--- config.mk ---
export PLATFORM = sky130hd
export DESIGN_NAME = psa_serial_addsub
export DESIGN_NICKNAME = d
export VERILOG_FILES = /design/src/rtl/psa_serial_addsub_pkg.sv /design/src/rtl/addsub_4bit.sv /design/src/rtl/psa_serial_addsub.sv
export SDC_FILE = /design/constraint.sdc
export NUM_CORES = 1
export LEC_CHECK = 0
export BUFFER_PORTS_ARGS = -buffer_cell sky130_fd_sc_hd__buf_2
export CORE_UTILIZATION = 53
export CTS_CLUSTER_DIAMETER = 60
export CTS_CLUSTER_SIZE = 12
export DETAILED_ROUTE_END_ITERATION = 12
export MAX_ROUTING_LAYER = met4
export PLACE_DENSITY = 0.8
export SETUP_SLACK_MARGIN = 0.4
export SYNTH_ARGS = -nofsm -noshare
export SYNTH_HDL_FRONTEND = slang
export SYNTH_SLANG_ARGS = --single-unit
--- constraint.sdc ---
create_clock -name clk -period 2.8 [get_ports clk]
set_input_delay 0.14 -clock clk [delete_from_list [all_inputs] [get_ports clk]]
set_output_delay 0.14 -clock clk [all_outputs]
set_load 0.05 [all_outputs]
--- src/rtl/psa_serial_addsub_pkg.sv ---
// Shared constants and types for the serial parallel-subword add/subtract unit.
// Saturation of overflowing lanes is enabled by defining PSA_SAT_EN.
package psa_pkg;

  localparam int LANES  = 4;
  localparam int LANE_W = 4;
  localparam int WORD_W = LANES * LANE_W;

  localparam logic [1:0] LAST_LANE = 2'(LANES - 1);

  localparam logic [LANE_W-1:0] SAT_POS = 4'b0111;
  localparam logic [LANE_W-1:0] SAT_NEG = 4'b1000;

  typedef enum logic [1:0] {
    ST_IDLE = 2'd0,
    ST_BUSY = 2'd1,
    ST_DONE = 2'd2
  } state_t;

  // An overflow in a lane always carries the sign of the first operand,
  // so that sign picks the saturation rail.
  function automatic logic [LANE_W-1:0] sat_lane(input logic [LANE_W-1:0] x);
    return x[LANE_W-1] ? SAT_NEG : SAT_POS;
  endfunction

endpackage

--- src/rtl/addsub_4bit.sv ---
// 4-bit two's-complement adder/subtractor with sign-based overflow detection.
module addsub_4bit (
  input  logic [3:0] x,
  input  logic [3:0] y,
  input  logic       sub,
  output logic [3:0] r,
  output logic       ovf
);

  logic [3:0] y_eff;

  // Subtraction is x + ~y + 1; overflow compares the signs the adder actually
  // sees, which makes y=4'b1000 overflow exactly when x is non-negative.
  assign y_eff = sub ? ~y : y;
  assign r     = x + y_eff + {3'b000, sub};
  assign ovf   = (x[3] == y_eff[3]) & (r[3] != x[3]);

endmodule

--- src/rtl/psa_serial_addsub.sv ---
// Serial PADDSB/PSUBSB: four signed 4-bit lanes through one shared adder, one lane per cycle.
// Optional saturation of overflowing lanes when PSA_SAT_EN is defined.
module psa_serial_addsub
  import psa_pkg::*;
(
  input  logic              clk,
  input  logic              rst_n,
  input  logic              in_valid,
  output logic              in_ready,
  input  logic              op_sub,
  input  logic [WORD_W-1:0] a,
  input  logic [WORD_W-1:0] b,
  output logic              out_valid,
  input  logic              out_ready,
  output logic [WORD_W-1:0] sum,
  output logic [LANES-1:0]  lane_ovf,
  output logic              error
);

  state_t              state_q;
  logic [1:0]          lane_q;
  logic [WORD_W-1:0]   a_q;
  logic [WORD_W-1:0]   b_q;
  logic                sub_q;
  logic [WORD_W-1:0]   sum_q;
  logic [LANES-1:0]    ovf_q;
  logic                in_ready_q;
  logic                out_valid_q;

  logic [3:0]          lane_base;
  logic [LANE_W-1:0]   lane_x;
  logic [LANE_W-1:0]   lane_y;
  logic [LANE_W-1:0]   lane_raw;
  logic                lane_ovf_w;
  logic [LANE_W-1:0]   lane_res_d;

  assign lane_base = {lane_q, 2'b00};
  assign lane_x    = a_q[lane_base +: LANE_W];
  assign lane_y    = b_q[lane_base +: LANE_W];

  addsub_4bit u_addsub (
    .x   (lane_x),
    .y   (lane_y),
    .sub (sub_q),
    .r   (lane_raw),
    .ovf (lane_ovf_w)
  );

`ifdef PSA_SAT_EN
  assign lane_res_d = lane_ovf_w ? sat_lane(lane_x) : lane_raw;
`else
  assign lane_res_d = lane_raw;
`endif

  // NOTE: sequential state uses non-blocking assignments only, so every
  // register samples the pre-edge values regardless of statement order.
  always_ff @(posedge clk or negedge rst_n) begin
    if (!rst_n) begin
      state_q     <= ST_IDLE;
      lane_q      <= '0;
      a_q         <= '0;
      b_q         <= '0;
      sub_q       <= 1'b0;
      sum_q       <= '0;
      ovf_q       <= '0;
      in_ready_q  <= 1'b1;
      out_valid_q <= 1'b0;
    end else begin
      case (state_q)
        ST_IDLE: begin
          if (in_valid && in_ready_q) begin
            a_q        <= a;
            b_q        <= b;
            sub_q      <= op_sub;
            sum_q      <= '0;
            ovf_q      <= '0;
            lane_q     <= '0;
            in_ready_q <= 1'b0;
            state_q    <= ST_BUSY;
          end
        end
        ST_BUSY: begin
          sum_q[lane_base +: LANE_W] <= lane_res_d;
          ovf_q[lane_q]              <= lane_ovf_w;
          if (lane_q == LAST_LANE) begin
            out_valid_q <= 1'b1;
            state_q     <= ST_DONE;
          end else begin
            lane_q <= lane_q + 2'd1;
          end
        end
        ST_DONE: begin
          if (out_ready) begin
            out_valid_q <= 1'b0;
            in_ready_q  <= 1'b1;
            state_q     <= ST_IDLE;
          end
        end
        default: begin
          out_valid_q <= 1'b0;
          in_ready_q  <= 1'b1;
          state_q     <= ST_IDLE;
        end
      endcase
    end
  end

  assign in_ready  = in_ready_q;
  assign out_valid = out_valid_q;
  assign sum       = sum_q;
  assign lane_ovf  = ovf_q;
  assign error     = |ovf_q;

endmodule
# [Word-level counts from Yosys, hierarchy flattened]
# Cells that the tools add are included.
[totals] ff_bits=59 input_bits=37 word_cells=65
[op_classes] add_sub_neg=4 n_lt_le_gt_ge=2 eq_ne=9 shifts=4 muxes=22 bitwise_logic=4 reduce_logical=11
[ops] cell="$pmux W16 S2" count=1
[ops] cell="$shiftx A16 B5 Y4" count=2
[ops] cell="$bwmux W16" count=1
[ops] cell="$mux W16" count=1
[ops] cell="$shift A4 B6 Y16 const A" count=1
[ops] cell="$shiftx A4 B6 Y16" count=1
[ops] cell="$reduce_and A3 Y1" count=4
[ops] cell="$mux W2" count=5
[ops] cell="$mux W4" count=2
[ops] cell="$ne A2 B2 Y1 const B" count=4
[ops] cell="$pmux W4 S2" count=1
[ops] cell="$neg A4 Y6" count=1
[ops] cell="$pmux W1 S3" count=2
[ops] cell="$pmux W2 S3" count=1
[ops] cell="$mux W1" count=5
[ops] cell="$add A4 B1 Y4" count=1
[ops] cell="$add A4 B4 Y4" count=1
[ops] cell="$bwmux W4" count=1
[ops] cell="$eq A2 B2 Y1 const B" count=2
[ops] cell="$not A4 Y4" count=1
[ops] cell="$pmux W2 S2" count=1
[ops] cell="$reduce_and A2 Y1" count=2
[ops] cell="$reduce_or A4 Y1" count=1
[ops] cell="$lt A2 B3 Y1 const B" count=1
[ops] cell="11 further kinds" count=13

# [Logic depth before layout (Yosys ltp)]
[depth] word_depth=9 depth_mapped=8 depth_no_buf=7

# [Cells and area by module]
# From an unflattened synthesis, not the netlist that was laid out.
[hier_totals] hier_cells=192 area_unflattened_um2=2741.4
[modules_own_cells] mod="psa_serial_addsub" instances=1 cells_per_inst=176 area_each_um2=2583.7 seq_area_each_um2=1477.7
[modules_own_cells] mod="addsub_4bit" instances=1 cells_per_inst=16 area_each_um2=157.7 seq_area_each_um2=0.0

# [Least setup slack after synthesis]
# OpenSTA, ideal clock, no wires.
[synth_path] kind="register to register" from="register lane_q[0]" to="register ovf_q[0] (netlist: lane_ovf[0])" t_arrival_ns=2.393 required_ns=2.679 slack_ns=0.286 stages_incl_launch_ff=9 n_path_buf=1 cell_sequence="dfrtp_1 > buf_2 > mux4_2 > xor2_1 > ha_1 > a21oi_1 > o21ai_2 > mux2i_2 > a32o_2"
[synth_between] elab_chain_len=9 word_cells_on_any_way=16 classes_between="add/sub: 2; order compare: 2; eq/ne: 2; shift: 2; mux: 5; bitwise: 2; reduce/logical: 1"
[synth_lines] item="start: declaration" line_no="psa_serial_addsub.sv:21" rtl="logic [1:0] lane_q;"
[synth_lines] item="start signal: assignment" line_no="psa_serial_addsub.sv:89" rtl="lane_q <= lane_q + 2'd1;"
[synth_lines] item="$shiftx A16 B5 Y4" line_no="psa_serial_addsub.sv:39" rtl="assign lane_y = b_q[lane_base +: LANE_W];"
[synth_lines] item="$not A4 Y4" line_no="addsub_4bit.sv:14" rtl="assign y_eff = sub ? ~y : y;"
[synth_lines] item="$mux W4" line_no="addsub_4bit.sv:14"
[synth_lines] item="$add A4 B4 Y4" line_no="addsub_4bit.sv:15" rtl="assign r = x + y_eff + {3'b000, sub};"
[synth_lines] item="$add A4 B1 Y4" line_no="addsub_4bit.sv:15"
[synth_lines] item="$ne A1 B1 Y1" line_no="addsub_4bit.sv:16" rtl="assign ovf = (x[3] == y_eff[3]) & (r[3] != x[3]);"
[synth_lines] item="$and A1 B1 Y1" line_no="addsub_4bit.sv:16"
[synth_lines] item="$bwmux W4 *" line_no="psa_serial_addsub.sv:84" rtl="ovf_q[lane_q] <= lane_ovf_w;"
[synth_lines] item="$pmux W4 S2 *" line_no="psa_serial_addsub.sv:69" rtl="case (state_q)"
[synth_lines] item="end signal: indexed assignment" line_no="psa_serial_addsub.sv:84"
[synth_lines] item="end: declaration" line_no="psa_serial_addsub.sv:26" rtl="logic [LANES-1:0] ovf_q;"
# Every way passes the cells marked *; elsewhere a longest branch is shown, timed or not.
# A chain may end at the register's enable or synchronous reset.

# [Worst setup path in the final report]
# Same ends and word-level chain as after synthesis.

==> flow_summary.json <==
{
  "area_delta_synth_final_pct": 23.0,
  "synth.top_cells.by_area": "dfrtp_1, mux2_2, mux4_2, ha_1, o21ai_0",
  "max_freq_mhz": 423,
  "outcome": "complete, no violations",
  "detail-route-antenna-nets": 0,
  "startpoint_type": "flip-flop",
  "path_class": "reg2reg",
  "grt_pass1_wl_um": 8910,
  "clock-sinks": 59,
  "synth_edf_count": 0,
  "synthTopCellsByCount": "dfrtp_1, mux2_2, nand2_1",
  "syn_area_um2": 2650,
  "total_leakage_power_nw": 1.59,
  "fin_skew_ns": 0.00671,
  "vias": 1831,
  "cp_max_fo": 5,
  "synth-seq-area-share_pct": 55.8,
  "post-dp-hpwl_um": 3730,
  "first_pass_iters": 5,
  "yosys_warnings": 0,
  "pin_count": 60,
  "diodes": 0,
  "drv_slew": 0,
  "synth_flop_cell": "dfrtp_1",
  "worstHoldPathType": "in2reg",
  "multi_input_area_um2": 1130,
  "synth_cells": 197,
  "routed_wl_um": 5210,
  "grt_max_degree": 34,
  "period_share_pct": 84.4,
  "setup_viol": 0,
  "relSlewSlack_pct": 43.4,
  "die_area_um2": 5280,
  "required_ns": 3.08,
  "wl_per_cell_um": 15.3,
  "antenna_found_initial": 0,
  "vias_per_cell": 5.37,
  "grt_pass1_vias": 1869,
  "nets": 313,
  "initial_core_util_pct": 55.7,
  "final-seq-area_um2": 1480,
  "tightest_slew_ns": 0.847,
  "instances_no_fill": 341,
  "drt_iter0_markers": 69,
  "synth_area_per_cell_um2": 13.4,
  "coreArea_um2": 4750,
  "ys_types": 33,
  "routabilityCongestion": 0.825,
  "numCtsBuffers": 9,
  "cts_tree": "built",
  "critical_path_arrival_ns": 2.64,
  "synth_nets": 241,
  "yosysTopAreaCell": "dfrtp_1",
  "dp_cells": 320,
  "route.detailed.drc": 0,
  "synth-seq-cells": 59,
  "max-vdd-ir-drop_v": 0.000630,
  "path_clk_slew_ns": 0.06,
  "clock-root-buffer": "clkbuf_8",
  "max-cap-violations": 0,
  "h-tree-depth": 3,
  "p_per_area_nw_per_um2": 1220,
  "setup_tns_ns": 0,
  "clockBufferDepth": 2,
  "finalHoldViolations": 0,
  "gr-total-overflow": 0,
  "synth_most_common_cell": "dfrtp_1",
  "endpoint_kind": "flip-flop",
  "fp-row-count": 25,
  "track_usage_pct": 24.1,
  "die_w_um": 72.7,
  "synth_top_area_share_pct": 54.8,
  "async_reset_ff_share_pct": 100,
  "numPortBuffers": 59,
  "nFillCells": 388,
  "drive_above_1_share_pct": 48.5,
  "die_h_um": 72.7,
  "period_needed_ns": 2.36,
  "rsz0062_at_grt": "yes",
  "clk_latency_ns": 0.34
}
[stage by stage]
stage	utilization [%]	total power [mW]	instance area (um^2)	setup WS [ns]	hold slack [ns]
after floorplan	-	2.79	2650	0.407	-0.156
after global placement	63.9	3.16	3040	0.441	0.220
after detailed placement	63.9	3.23	3040	0.388	0.219
after CTS	68.1	3.93	3240	0.459	0.0189
after global routing	68.4	4.27	3250	0.304	0.0192
final	68.4	3.97	3250	0.436	0.0268
[power breakdown]
group	switching, mW	internal, mW	leakage, nW
Sequential	0.221	1.18	0.765
Combinational	1.07	0.847	0.736
Clock	0.315	0.341	0.0872
[cell usage in the layout, fill, tap and decap left out]
cell type / netlist / layout
nand4_1: 2 / 2
mux4_1: 1 / 1
nand2_1: 18 / 18
xnor2_2: 0 / 1
xnor2_1: 4 / 3
a21oi_1: 7 / 7
nor2_1: 6 / 6
o21ai_2: 1 / 1
dfrtp_2: 0 / 2
o21bai_1: 1 / 1
mux2i_2: 2 / 2
a22o_1: 1 / 1
clkbuf_8: 0 / 10
dlygate4sd3_1: 0 / 1
buf_12: 0 / 1
or2b_1: 1 / 1
nor2b_1: 1 / 1
clkbuf_1: 2 / 3
clkinv_2: 0 / 3
fa_2: 0 / 1
nor3b_2: 0 / 1
a32o_1: 1 / 1
o21ai_1: 4 / 4
nand2b_1: 3 / 3
a32o_2: 3 / 3
dfstp_2: 1 / 1
buf_2: 4 / 59
or4_1: 1 / 1
xor2_1: 3 / 3
ha_1: 6 / 6
nor3_1: 1 / 1
nand3_1: 2 / 2
buf_4: 1 / 7
nand4b_1: 1 / 1
mux2_2: 34 / 34
o21ai_0: 14 / 14
dfrtp_1: 58 / 56
inv_1: 4 / 4
mux4_2: 7 / 7
[flip-flops by register name, summed over array words and instances, names as in the netlist]
register and cells:
lane_ovf 4, sub_q 1, b_q 16, a_q 16, state_q 2, lane_q 2, out_valid 1, in_ready 1
sum 16
[worst max-delay path, stage by stage, from the launching register on]
cell and delay [ns]:
dfrtp_2 0.42, mux4_2 0.53, xor2_1 0.16, ha_1 0.34, nand2_1 0.07, o21ai_2 0.21
mux2i_2 0.34, a32o_2 0.22
[per-layer routing]
layer	GRT usage (%)	vias to the layer above	wire, um
met5	-	-	0
met3	7.04	12	276
li1	-	856	-
met4	10.0	0	112
met1	28.8	908	2160
met2	38.4	55	2660
[path summary, 6_finish.rpt]
path                                            start                      end  slack [ns]  depth (start not counted)
max in group asynchronous                       rst_n    lane_q[1]$_DFFE_PN0P_        1.73                          3
min in group asynchronous                       rst_n    out_valid$_DFFE_PN0P_        0.38                          2
worst max register to register  lane_q[0]$_DFFE_PN0P_  lane_ovf[0]$_DFFE_PN0P_        0.44                          7
worst min register to register     sum[5]$_DFFE_PN0P_       sum[5]$_DFFE_PN0P_        0.47                          2
worst max-delay path            lane_q[0]$_DFFE_PN0P_  lane_ovf[0]$_DFFE_PN0P_        0.44                          7
worst min-delay path                             b[7]       b_q[7]$_DFFE_PN0P_        0.03                          2
[cells by family after synthesis]
group | synth area share [%]
fa+ha+maj | 3.59
simple gates | 6.57
flops | 55.8
xor+xnor | 2.32
mux | 22.5
compound gates | 7.33
buf+inv | 1.89
[cell type report]
| class | count | area share, % |
|---|---|---|
| inverters | 4 | 0.461 |
| repair buffers | 68 | 11.6 |
| multi-input cells | 127 | 34.8 |
| well taps | 67 | 2.58 |
| clock buffers | 13 | 4.58 |
| flip-flops and latches | 59 | 45.5 |
| clock inverters | 3 | 0.461 |
[what timing repair did]
action                                  4_1_cts  5_1_grt
pin swaps                                     0        0
hold buffers                                  1        0
hold endpoints to repair                     29        0
resized for setup                             0        3
setup buffers                                 3        1
cloned                                        0        0
endpoints found under the setup margin        8       13
Power figures use the tool's default switching activity.
